==> src/rtl/cpu_ctrl_pkg.sv <==
// Shared constants for the hardwired control sequencer: opcodes, ALU codes, bus indices and
// state encoding.
package cpu_ctrl_pkg;

  localparam int unsigned AluW = 6;

  localparam logic [4:0] OpLd   = 5'b00000;
  localparam logic [4:0] OpLdi  = 5'b00001;
  localparam logic [4:0] OpSt   = 5'b00010;
  localparam logic [4:0] OpAdd  = 5'b00011;
  localparam logic [4:0] OpSub  = 5'b00100;
  localparam logic [4:0] OpAnd  = 5'b00101;
  localparam logic [4:0] OpOr   = 5'b00110;
  localparam logic [4:0] OpAddi = 5'b01100;
  localparam logic [4:0] OpBr   = 5'b10010;
  localparam logic [4:0] OpJr   = 5'b10100;
  localparam logic [4:0] OpIn   = 5'b10110;
  localparam logic [4:0] OpOut  = 5'b10111;
  localparam logic [4:0] OpNop  = 5'b11010;
  localparam logic [4:0] OpHalt = 5'b11011;

  localparam logic [AluW-1:0] AluNone = 6'd0;
  localparam logic [AluW-1:0] AluAdd  = 6'd1;
  localparam logic [AluW-1:0] AluSub  = 6'd2;
  localparam logic [AluW-1:0] AluAnd  = 6'd3;
  localparam logic [AluW-1:0] AluOr   = 6'd4;

  localparam int unsigned IdxZlow   = 19;
  localparam int unsigned IdxPc     = 20;
  localparam int unsigned IdxIr     = 21;
  localparam int unsigned IdxMdr    = 22;
  localparam int unsigned IdxMar    = 23;
  localparam int unsigned IdxY      = 24;
  localparam int unsigned IdxC      = 25;
  localparam int unsigned IdxInPort = 26;

  localparam logic [3:0] StRst    = 4'd0;
  localparam logic [3:0] StT0     = 4'd1;
  localparam logic [3:0] StT1     = 4'd2;
  localparam logic [3:0] StT2     = 4'd3;
  localparam logic [3:0] StT3     = 4'd4;
  localparam logic [3:0] StT4     = 4'd5;
  localparam logic [3:0] StT5     = 4'd6;
  localparam logic [3:0] StT6     = 4'd7;
  localparam logic [3:0] StT7     = 4'd8;
  localparam logic [3:0] StHalted = 4'd9;

  typedef enum logic [3:0] {
    ClsAlu, ClsImm, ClsLd, ClsSt, ClsBr, ClsJr, ClsIn, ClsOut, ClsNop, ClsHalt, ClsIll
  } instr_cls_e;

endpackage

==> src/rtl/ctrl_decode.sv <==
// Combinational opcode decode: instruction class plus the ALU operation for R-type ops.
module ctrl_decode
  import cpu_ctrl_pkg::*;
(
  input  logic [4:0]      opcode_i,
  output instr_cls_e      cls_o,
  output logic [AluW-1:0] alu_op_o
);

  always_comb begin
    cls_o    = ClsIll;
    alu_op_o = AluNone;
    case (opcode_i)
      OpAdd:        begin cls_o = ClsAlu; alu_op_o = AluAdd; end
      OpSub:        begin cls_o = ClsAlu; alu_op_o = AluSub; end
      OpAnd:        begin cls_o = ClsAlu; alu_op_o = AluAnd; end
      OpOr:         begin cls_o = ClsAlu; alu_op_o = AluOr;  end
      OpAddi, OpLdi: cls_o = ClsImm;
      OpLd:         cls_o = ClsLd;
      OpSt:         cls_o = ClsSt;
      OpBr:         cls_o = ClsBr;
      OpJr:         cls_o = ClsJr;
      OpIn:         cls_o = ClsIn;
      OpOut:        cls_o = ClsOut;
      OpNop:        cls_o = ClsNop;
      OpHalt:       cls_o = ClsHalt;
      default:      cls_o = ClsIll;
    endcase
  end

endmodule

==> src/rtl/control_sequencer.sv <==
// Hardwired control unit: fetch T0-T2, per-opcode execute T3-T7, Moore outputs decoded from
// the registered state and the instruction register.
module control_sequencer
  import cpu_ctrl_pkg::*;
#(
  parameter int unsigned NSEL = 32,
  parameter int unsigned ALUW = 6
) (
  input  logic            clock,
  input  logic            clr,
  input  logic [31:0]     ir,
  input  logic            CONFFOut,
  input  logic            stop,
  output logic [NSEL-1:0] enc_input,
  output logic [NSEL-1:0] reg_enable,
  output logic [ALUW-1:0] ALU_Sel,
  output logic            read,
  output logic            write,
  output logic            incPC,
  output logic            Gra,
  output logic            Grb,
  output logic            Grc,
  output logic            Rin,
  output logic            Rout,
  output logic            BAout,
  output logic            conIn,
  output logic            outport1Enable,
  output logic            run,
  output logic            illegal
);

  logic [3:0]      state_q, state_d;
  logic [3:0]      last_st;
  instr_cls_e      cls;
  logic [AluW-1:0] alu_op;
  logic            unused_ir;

  assign unused_ir = ^ir[26:0];

  ctrl_decode u_decode (
    .opcode_i (ir[31:27]),
    .cls_o    (cls),
    .alu_op_o (alu_op)
  );

  // Final execute state per class; stop is honoured only there.
  always_comb begin
    last_st = StT3;
    case (cls)
      ClsAlu, ClsImm: last_st = StT5;
      ClsLd, ClsSt:   last_st = StT7;
      ClsBr:          last_st = StT6;
      default:        last_st = StT3;
    endcase
  end

  always_comb begin
    state_d = state_q;
    case (state_q)
      StT0, StT1, StT2: state_d = 4'(state_q + 4'd1);
      StT3, StT4, StT5, StT6, StT7: begin
        if (state_q == StT3 && cls == ClsHalt) begin
          state_d = StHalted;
        end else if (state_q == last_st) begin
          state_d = stop ? StHalted : StT0;
        end else begin
          state_d = 4'(state_q + 4'd1);
        end
      end
      StHalted: state_d = StHalted;
      default:  state_d = StT0;
    endcase
  end

  always_ff @(posedge clock or negedge clr) begin
    if (!clr) begin
      state_q <= StRst;
    end else begin
      state_q <= state_d;
    end
  end

  always_comb begin
    enc_input      = '0;
    reg_enable     = '0;
    ALU_Sel        = '0;
    read           = 1'b0;
    write          = 1'b0;
    incPC          = 1'b0;
    Gra            = 1'b0;
    Grb            = 1'b0;
    Grc            = 1'b0;
    Rin            = 1'b0;
    Rout           = 1'b0;
    BAout          = 1'b0;
    conIn          = 1'b0;
    outport1Enable = 1'b0;
    illegal        = 1'b0;
    run            = (state_q >= StT0) && (state_q <= StT7);
    case (state_q)
      StT0: begin
        enc_input[IdxPc]   = 1'b1;
        reg_enable[IdxMar] = 1'b1;
        incPC              = 1'b1;
      end
      StT1: begin
        read               = 1'b1;
        reg_enable[IdxMdr] = 1'b1;
      end
      StT2: begin
        enc_input[IdxMdr] = 1'b1;
        reg_enable[IdxIr] = 1'b1;
      end
      StT3: begin
        case (cls)
          ClsAlu: begin Grb = 1'b1; Rout = 1'b1; reg_enable[IdxY] = 1'b1; end
          ClsImm, ClsLd, ClsSt: begin Grb = 1'b1; BAout = 1'b1; reg_enable[IdxY] = 1'b1; end
          ClsBr:  begin Gra = 1'b1; Rout = 1'b1; conIn = 1'b1; end
          ClsJr:  begin Gra = 1'b1; Rout = 1'b1; reg_enable[IdxPc] = 1'b1; end
          ClsIn:  begin Gra = 1'b1; Rin = 1'b1; enc_input[IdxInPort] = 1'b1; end
          ClsOut: begin Gra = 1'b1; Rout = 1'b1; outport1Enable = 1'b1; end
          ClsIll: illegal = 1'b1;
          default: ;
        endcase
      end
      StT4: begin
        case (cls)
          ClsAlu: begin
            Grc = 1'b1; Rout = 1'b1; ALU_Sel = ALUW'(alu_op); reg_enable[IdxZlow] = 1'b1;
          end
          ClsImm, ClsLd, ClsSt: begin
            enc_input[IdxC] = 1'b1; ALU_Sel = ALUW'(AluAdd); reg_enable[IdxZlow] = 1'b1;
          end
          ClsBr: begin enc_input[IdxPc] = 1'b1; reg_enable[IdxY] = 1'b1; end
          default: ;
        endcase
      end
      StT5: begin
        case (cls)
          ClsAlu, ClsImm: begin enc_input[IdxZlow] = 1'b1; Gra = 1'b1; Rin = 1'b1; end
          ClsLd, ClsSt:   begin enc_input[IdxZlow] = 1'b1; reg_enable[IdxMar] = 1'b1; end
          ClsBr: begin
            enc_input[IdxC] = 1'b1; ALU_Sel = ALUW'(AluAdd); reg_enable[IdxZlow] = 1'b1;
          end
          default: ;
        endcase
      end
      StT6: begin
        case (cls)
          ClsLd: begin read = 1'b1; reg_enable[IdxMdr] = 1'b1; end
          ClsSt: begin Gra = 1'b1; Rout = 1'b1; reg_enable[IdxMdr] = 1'b1; end
          ClsBr: begin
            if (CONFFOut) begin
              enc_input[IdxZlow] = 1'b1;
              reg_enable[IdxPc]  = 1'b1;
            end
          end
          default: ;
        endcase
      end
      StT7: begin
        case (cls)
          ClsLd: begin enc_input[IdxMdr] = 1'b1; Gra = 1'b1; Rin = 1'b1; end
          ClsSt: write = 1'b1;
          default: ;
        endcase
      end
      default: ;
    endcase
  end

endmodule

==> config.mk <==
export PLATFORM = sky130hd
export DESIGN_NAME = control_sequencer
export DESIGN_NICKNAME = d
export VERILOG_FILES = /design/src/rtl/cpu_ctrl_pkg.sv /design/src/rtl/ctrl_decode.sv /design/src/rtl/control_sequencer.sv
export SDC_FILE = /design/constraint.sdc
export NUM_CORES = 1
export LEC_CHECK = 0
export CAP_MARGIN = 15
export CORE_MARGIN = 2
export CORE_UTILIZATION = 24
export CTS_CLUSTER_DIAMETER = 60
export CTS_CLUSTER_SIZE = 12
export DETAILED_ROUTE_END_ITERATION = 7
export HOLD_SLACK_MARGIN = 0.1
export PLACE_DENSITY = 0.63
export SYNTH_ARGS = -nofsm -noshare
export SYNTH_HDL_FRONTEND = slang
export SYNTH_SLANG_ARGS = --single-unit
==> constraint.sdc <==
create_clock -name clock -period 2.6 [get_ports clock]
set_input_delay 0.39 -clock clock [delete_from_list [all_inputs] [get_ports clock]]
set_output_delay 0.39 -clock clock [all_outputs]
set_load 0.005 [all_outputs]
==> impl_metrics.env <==
export IMPL_run_status="finished clean"
export IMPL_min_path_type="primary input to asynchronous set/reset pin"
export IMPL_fin_util=0.358
export IMPL_vdd_ir_drop_max_uv=321
export IMPL_syn_area_per_cell_um2=6.84
export IMPL_yosys_top_cells_area="buf_4, dfrtp_1, nand2_1"
export IMPL_dp_hpwl_um=3290
export IMPL_grt_overflow=0
export IMPL_core_area_mm2=0.00599
export IMPL_tns_ns=0
export IMPL_p_sw_uw=493
export IMPL_async_flop_share=1.00
export IMPL_cts_sinks=4
export IMPL_power_uw=1120
export IMPL_nFillCells=639
export IMPL_worst_ep_required_time_ns=2.21
export IMPL_use_met1=0.149
export IMPL_ant_nets=0
export IMPL_combPwrFrac=0.788
export IMPL_grt_max_degree=16
export IMPL_drive_gt1_frac=0.263
export IMPL_startpoint_type="primary input"
export IMPL_critPathMaxStageDelay_ns=0.51
export IMPL_reg_top3="state_q: 4 flops"
export IMPL_cts_buffers=3
export IMPL_cts_root_buf="clkbuf_8"
export IMPL_internal_power_uw=632
export IMPL_fin_crit_ns=2.51
export IMPL_antenna_found_initial=0
export IMPL_rsz0062_at_grt="false"
export IMPL_pin_count=119
export IMPL_first_pass_iters=4
export IMPL_largest_reg_flops=4
export IMPL_final_area_mm2=0.00214
export IMPL_ctsHoldBuffers=0
export IMPL_place_congestion=0.877
export IMPL_p_leak_uw=0.00104
export IMPL_cp_data_arrival_time_ns=2.12
export IMPL_met3_usage=0.0249
export IMPL_row_count=28
export IMPL_regMostFlops="state_q"
export IMPL_placed_area_mm2=0.00201
export IMPL_final_hold_viol_count=0
export IMPL_fmax_ghz=0.399
export IMPL_cts_tree="yes"
export IMPL_pwr_share_clk=0.116
export IMPL_ys_ff_latch=4
export IMPL_r2r_start="state_q[0]$_DFF_PN0_"
export IMPL_min_period_over_period=0.965
export IMPL_area_growth_pct=41.8
export IMPL_sw_frac_of_total=0.438
export IMPL_finClkSkew_ns=0.00496
export IMPL_path_class="primary input to output port"
export IMPL_synth_ff_type="dfrtp_1"
export IMPL_synth_seq_area_share=0.0662
export IMPL_crit_start="ir[29]"
export IMPL_grt_pass1_wl_um=6760
export IMPL_worstPathMaxFanout=12
export IMPL_wl_per_cell_um=11.4
export IMPL_die_area_mm2=0.00695
export IMPL_wl_um=4160
export IMPL_use_met2=0.193
export IMPL_layout_commonest_cell="conb_1"
export IMPL_ys_warnings_count=0
export IMPL_syn_cell_area_mm2=0.00151
export IMPL_nets=331
export IMPL_power_frac_seq=0.096
export IMPL_synth_edf_count=0
export IMPL_start_util=0.252
export IMPL_track_usage=0.114
export IMPL_clk_pin_slew_ns=0.03
export IMPL_insertion_delay_ns=0.22
export IMPL_critPathMostFrequentCell="buf_4"
export IMPL_die_x_um=83.4
export IMPL_die_h_um=83.4
export IMPL_drt_iter0_drc=98
export IMPL_drcViolationCount=0
export IMPL_htree_levels=1
export IMPL_synth_top_area_frac=0.288
export IMPL_power_density_mw_per_mm2=525
export IMPL_ys_types=51
export IMPL_yosysTopAreaCell="buf_4"
export IMPL_max_cap_violations=0
export IMPL_cts_max_path_buffers=2
export IMPL_io_buffers=35
export IMPL_avgViaCountPerCell=4.49
export IMPL_setup_violations_final=0
export IMPL_end_kind="output port"
export IMPL_final_cell_mix="conb_1, buf_4, clkdlybuf4s50_1"
export IMPL_via_count=1633
export IMPL_top_usage_layer="met2"
export IMPL_syn_inst=221
export IMPL_drv_slew=0
export IMPL_worstPathCellList="dlygate4sd2_1, buf_6, buf_4, nor3_1, buf_4, nand3_1, o21bai_1, clkdlybuf4s50_1"
export IMPL_antennaDiodeCount=0
export IMPL_grt_pass1_vias=1446
export IMPL_cp_slowest_cell="clkdlybuf4s50_1"
-- power groups by stage --
stage / Sequential (uW) / Combinational [uW] / Clock [uW]
3_5_place_dp: 107 / 869 / 0
3_3_place_gp: 107 / 857 / 0
2_1_floorplan: 118 / 535 / 0
5_1_grt: 113 / 981 / 140
6_report: 108 / 886 / 131
4_1_cts: 106 / 885 / 136
-- cell type report --
type,instances,area [um2],share of cell area
flip-flops and latches,4,100,0.0467
well taps,75,93.8,0.0438
clock buffers,3,41.3,0.0193
inverters,6,22.5,0.0105
repair buffers,81,707,0.330
multi-input cells,195,1180,0.550
-- kinds of logic after synthesis --
logic type                 Yosys count  share of synthesized area
buffers and inverters               77                      0.341
muxes                                2                     0.0132
xor gates and xnor gates             4                     0.0282
AOI/OAI and AO/OA                   45                      0.215
and+or+nand+nor                     84                      0.300
adders and majority gates            4                     0.0331
other                                1                    0.00248
DFF                                  4                     0.0662
-- critical path, delay by kind of cell --
kind	cells	cell delay [ns]
buffers and inverters	5	1.26
and+or+nand+nor	2	0.29
AOI/OAI and AO/OA	1	0.17
-- final timing paths --
path                                              to  slack [ns]  cells after the start
worst max-delay path                   enc_input[22]        0.09                      8
min in group clock              state_q[0]$_DFF_PN0_        0.61                      2
max in group asynchronous       state_q[1]$_DFF_PN0_        2.06                      1
worst min register to register  state_q[0]$_DFF_PN0_        0.61                      2
worst max register to register  state_q[1]$_DFF_PN0_        0.74                      9
worst min-delay path            state_q[3]$_DFF_PN0_        0.37                      1
-- per-layer routing --
metal	vias to the layer above	share of wire
met2	91	0.48
met5	-	0
li1	798	-
met3	4	0.089
met1	740	0.43
met4	0	0.0043
-- synth_stat cells (5+ instances only) --
| library cell | instances |
|---|---|
| nand2_1 | 19 |
| o21ai_0 | 7 |
| buf_2 | 7 |
| nor2b_1 | 9 |
| a21oi_1 | 7 |
| nor2_1 | 12 |
| nand3_1 | 10 |
| nor3_1 | 6 |
| o22ai_1 | 5 |
| clkbuf_1 | 6 |
| inv_1 | 6 |
| buf_4 | 58 |
| and2_1 | 5 |
-- per-stage QoR --
step	setup WS [ns]	std cells	hold slack [ns]
6_report	0.0916	364	0.373
4_1_cts	0.0281	364	0.375
5_1_grt	0.0101	364	0.387
3_5_place_dp	-0.194	360	0.610
2_1_floorplan	0.585	276	0.0944
3_3_place_gp	-0.201	360	0.606
-- what timing repair did --
action / in CTS / in global routing
endpoints found under the setup margin: 24 / 9
pin swaps: 5 / 6
hold endpoints to repair: 0 / 0
setup buffers: 0 / 0
resized for setup: 29 / 9
gates cloned: 1 / 0
Note: power is estimated with default switching activity, not from simulation.
==> RTL edit 1, RTL diff (config.mk and constraints unchanged) <==
Put a register stage on the output `ALU_Sel`, cleared by the reset. The value now appears one clock later. The other outputs are not delayed to match.
--- a/src/rtl/control_sequencer.sv
+++ b/src/rtl/control_sequencer.sv
@@ -30,2 +30,4 @@
 );
+
+  logic [ALUW-1:0] ALU_Sel_d;
 
@@ -85,3 +87,3 @@
     reg_enable     = '0;
-    ALU_Sel        = '0;
+    ALU_Sel_d      = '0;
     read           = 1'b0;
@@ -128,6 +130,6 @@
           ClsAlu: begin
-            Grc = 1'b1; Rout = 1'b1; ALU_Sel = ALUW'(alu_op); reg_enable[IdxZlow] = 1'b1;
+            Grc = 1'b1; Rout = 1'b1; ALU_Sel_d = ALUW'(alu_op); reg_enable[IdxZlow] = 1'b1;
           end
           ClsImm, ClsLd, ClsSt: begin
-            enc_input[IdxC] = 1'b1; ALU_Sel = ALUW'(AluAdd); reg_enable[IdxZlow] = 1'b1;
+            enc_input[IdxC] = 1'b1; ALU_Sel_d = ALUW'(AluAdd); reg_enable[IdxZlow] = 1'b1;
           end
@@ -142,3 +144,3 @@
           ClsBr: begin
-            enc_input[IdxC] = 1'b1; ALU_Sel = ALUW'(AluAdd); reg_enable[IdxZlow] = 1'b1;
+            enc_input[IdxC] = 1'b1; ALU_Sel_d = ALUW'(AluAdd); reg_enable[IdxZlow] = 1'b1;
           end
@@ -171,2 +173,10 @@
 
+  always_ff @(posedge clock or negedge clr) begin
+    if (!clr) begin
+      ALU_Sel <= '0;
+    end else begin
+      ALU_Sel <= ALU_Sel_d;
+    end
+  end
+
 endmodule
Function: changed (Yosys sat finds a counterexample within 10 cycles, from zero or initial values).
==> RTL edit 1 against the unedited design <==
Global-route usage increased by 0.30 points; final area increased by 8.7%; synthesized area increased by 5.0%; fmax about the same; wire length increased by 10%; sequential cell count increased by 3; total power increased by 6.7%; worst setup slack got worse by 0.00082 ns; critical endpoint unchanged; highest routed layer unchanged.
==> RTL edit 1: results (changes against the unedited design) <==
status = finished clean (unchanged)
ys flop type = dfrtp_1 (unchanged)
Crit. Startpoint = ir[31] (was ir[29])
Synth async-reset ratio = 1.00 (unchanged)
r2r startpoint = state_q[1]$_DFF_PN0_ (was state_q[0]$_DFF_PN0_)
Post-DP Area = 2080 um^2 (was 2010 um^2)
Final GP Congestion = 0.908 (was 0.877)
placed cells = 365 (was 360)
top cell types by occurrence after synthesis = buf_4, nand2_1, nor2_1, nand3_1, nor2b_1 (unchanged)
# resized after CTS = 35 (was 29)
CP max FO = 9 (was 12)
R2R depth = 9 (unchanged)
Layout Skew = 0.00159 ns (was 0.00496 ns)
Antenna diodes = 0 (unchanged)
hold slack = 0.420 ns (was 0.373 ns)
number of global-route vias before repair = 1506 (was 1446)
global-route wire length before repair = 7060 um (was 6760 um)
Leakage = 1.16 nW (was 1.04 nW)
total wire length = 4580 um (was 4160 um)
number of CTS-inserted buffers = 3 (unchanged)
Setup Fix Bufs, Post-CTS = 2 (was 0)
nets = 341 (was 331)
largest net degree at the start of global routing = 13 (was 16)
fraction of layout cells with a size suffix above 1 = 0.293 (was 0.263)
GRT Overall Usage = 0.117 (was 0.114)
Hold WC Path Type = in2async (unchanged)
Avg Cell Area, Syn = 7.08 um^2 (was 6.84 um^2)
multi-input combinational cell area = 1240 um^2 (was 1180 um^2)
Synth Area in Compound Gates = 0.205 (was 0.215)
FMAX = 399 MHz (about the same)
Fill cells = 671 (was 639)
reg2reg setup slack = 0.64 ns (was 0.74 ns)
Crit-path slowest cell = clkdlybuf4s50_1 (unchanged)
Synth Area in Adders = 0.0315 (was 0.0331)
area share of xor/xnor cells in the synthesized design = 0.0268 (was 0.0281)
VDD IR max = 0.191 mV (was 0.321 mV)
Finished Layout Cells = 377 (was 364)
largest cells by area after synthesis = buf_4, dfrtp_1, nand2_1 (unchanged)
dpl ws = -0.284 ns (was -0.194 ns)
post-DP HPWL = 3580 um (was 3290 um)
Seq/Total Area, Yosys = 0.110 (was 0.0662)
biggest regs = state_q x4, ALU_Sel x3 (was state_q x4)
via count = 1656 (was 1633)
initial DRC count = 121 (was 98)
multiplexer area fraction after synthesis = 0.0126 (was 0.0132)
RTL edit 1: worst max path at each step:
| stage | depth (start not counted) | endpoint |
|---|---|---|
| 2_1_floorplan | 7 | Rin |
| 3_3_place_gp | 6 | reg_enable[19] |
| 3_5_place_dp | 8 | enc_input[25] |
| 4_1_cts | 8 | enc_input[25] |
| 5_1_grt | 8 | reg_enable[22] |
| 6_report | 8 | enc_input[22] |
RTL edit 1: area by class of cell:
cell class                 count  share of cell area
clock buffer                   4              0.0193
multi-input combinational    195               0.531
inverter                       6             0.00967
tap                           77              0.0414
timing repair buffer          88               0.323
sequential                     7              0.0752
RTL edit 1: routing by layer:
metal  GRT usage  routed length (um)
met1       0.144                1920
met2       0.218                2400
met3      0.0185                 235
met4      0.0159                  20
met5           0                   0
RTL edit 1: report_power, final:
| part | switching, mW | internal (mW) | leakage (nW) |
|---|---|---|---|
| Combinational | 0.450 | 0.443 | 1.04 |
| Sequential | 0.0213 | 0.137 | 0.0922 |
| Clock | 0.0426 | 0.106 | 0.0228 |
==> RTL edit 2, RTL diff (same flow settings) <==
Made on the original files. Change the parameter `NSEL` from 32 to 48.
--- a/src/rtl/control_sequencer.sv
+++ b/src/rtl/control_sequencer.sv
@@ -5,3 +5,3 @@
 #(
-  parameter int unsigned NSEL = 32,
+  parameter int unsigned NSEL = 48,
   parameter int unsigned ALUW = 6
Ports: changed (resized enc_input and reg_enable); port bits go from 119 to 151. No check against the original RTL was run, so the function may have changed too.
==> RTL edit 2 against the unedited design <==
Sequential cell count unchanged; wire length increased by 8.8%; critical path depth unchanged; worst setup slack got worse by 0.082 ns; global-route usage decreased by 0.45 points; clock power decreased by 4%; combinational power increased by 1%; synthesized area increased by 16%; final area increased by 6.9%; total power increased by 1.0%; highest routed layer unchanged.
==> RTL edit 2: results (changes against the unedited design) <==
Crit. Startpoint = ir[31] (was ir[29])
top cell types by occurrence after synthesis = buf_4, nand2_1, nor2_1, nand3_1, nor2b_1 (unchanged)
CP max FO = 6 (was 12)
Leakage = 1.12 nW (was 1.04 nW)
critical path endpoint = Rout (was enc_input[22])
status = finished clean (unchanged)
Fill cells = 794 (was 639)
reg2reg setup slack = 0.70 ns (was 0.74 ns)
Seq/Total Area, Yosys = 0.0571 (was 0.0662)
Layout Skew = 0.000602 ns (was 0.00496 ns)
R2R depth = 8 (was 9)
fin crit period = 2.59 ns (was 2.51 ns)
DRT Pass-1 Iters = 4 (unchanged)
largest cells by area after synthesis = buf_4, dfrtp_1, nand2_1 (unchanged)
nets = 363 (was 331)
Post-DP Area = 2130 um^2 (was 2010 um^2)
dpl ws = -0.232 ns (was -0.194 ns)
GRT Overall Usage = 0.109 (was 0.114)
ys flop type = dfrtp_1 (unchanged)
Routed wire per std cell = 10.8 um (was 11.4 um)
VDD IR max = 0.143 mV (was 0.321 mV)
largest net degree at the start of global routing = 13 (was 16)
Clock Tree Root = clkbuf_8 (unchanged)
post-DP HPWL = 3600 um (was 3290 um)
number of global-route vias before repair = 1498 (was 1446)
sw frac = 0.444 (was 0.438)
fraction of layout cells with a size suffix above 1 = 0.249 (was 0.263)
Final GP Congestion = 0.900 (was 0.877)
global-route wire length before repair = 7090 um (was 6760 um)
RTL edit 2: changes by cell type after synthesis:
cell	delta
buf_4	+32
RTL edit 2: layout make-up:
class / instances / area [um^2] / share of cell area
sequential: 4 / 101 / 0.0442
tap: 99 / 124 / 0.0540
multi-input combinational: 227 / 1300 / 0.567
clock buffer: 3 / 41.3 / 0.0180
inverter: 6 / 22.5 / 0.00983
timing repair buffer: 81 / 704 / 0.307
RTL edit 2: what timing repair did:
item,4_1_cts,5_1_grt
hold endpoints to repair,0,0
pin swaps,3,2
cloned,1,0
buffers inserted,3,0
setup endpoints to repair,24,10
resized for setup,28,17
RTL edit 2: cells by family after synthesis:
logic type,share of synthesized area
xor gates and xnor gates,0.0243
DFF,0.0571
other,0.00214
AOI/OAI and AO/OA,0.186
and+or+nand+nor,0.259
adders and majority gates,0.0286
muxes,0.0114
buffers and inverters,0.431
RTL edit 2: metal layers:
layer / GRT usage / wire length, um
met5: 0 / 0
met2: 0.185 / 2210
met4: 0.0149 / 44
met3: 0.0222 / 275
met1: 0.147 / 1990
RTL edit 2: metrics by stage:
| stage | power, mW | std cells | utilization |
|---|---|---|---|
| 2_1_floorplan | 0.699 | 340 | - |
| 3_3_place_gp | 0.969 | 413 | 0.297 |
| 3_5_place_dp | 0.981 | 413 | 0.297 |
| 4_1_cts | 1.13 | 420 | 0.316 |
| 5_1_grt | 1.26 | 420 | 0.319 |
| 6_report | 1.14 | 420 | 0.319 |
RTL edit 2: power groups by stage:
stage	combinational [mW]	sequential, mW	clock (mW)
2_1_floorplan	0.580	0.118	0
3_3_place_gp	0.863	0.107	0
3_5_place_dp	0.873	0.108	0
4_1_cts	0.892	0.108	0.132
5_1_grt	1.00	0.113	0.139
6_report	0.899	0.111	0.126
RTL edit 2: critical path, delay by kind of cell:
family / cells / cell delay (ns)
multiplexers: 1 / 0.09
buffers and inverters: 3 / 0.95
AO/OA/AOI/OAI: 2 / 0.54
AND/OR/NAND/NOR: 2 / 0.22
RTL edit 2: worst min path at each step:
| stage | start | endpoint | slack [ns] | depth (start not counted) |
|---|---|---|---|---|
| final | clr | state_q[0]$_DFF_PN0_ | 0.38 | 1 |
| after global routing | clr | state_q[0]$_DFF_PN0_ | 0.39 | 1 |
| after CTS | clr | state_q[0]$_DFF_PN0_ | 0.38 | 1 |
| after detailed placement | clr | state_q[0]$_DFF_PN0_ | 0.61 | 1 |
| after global placement | clr | state_q[0]$_DFF_PN0_ | 0.61 | 1 |
| after floorplan | clr | state_q[0]$_DFF_PN0_ | 0.09 | 0 |
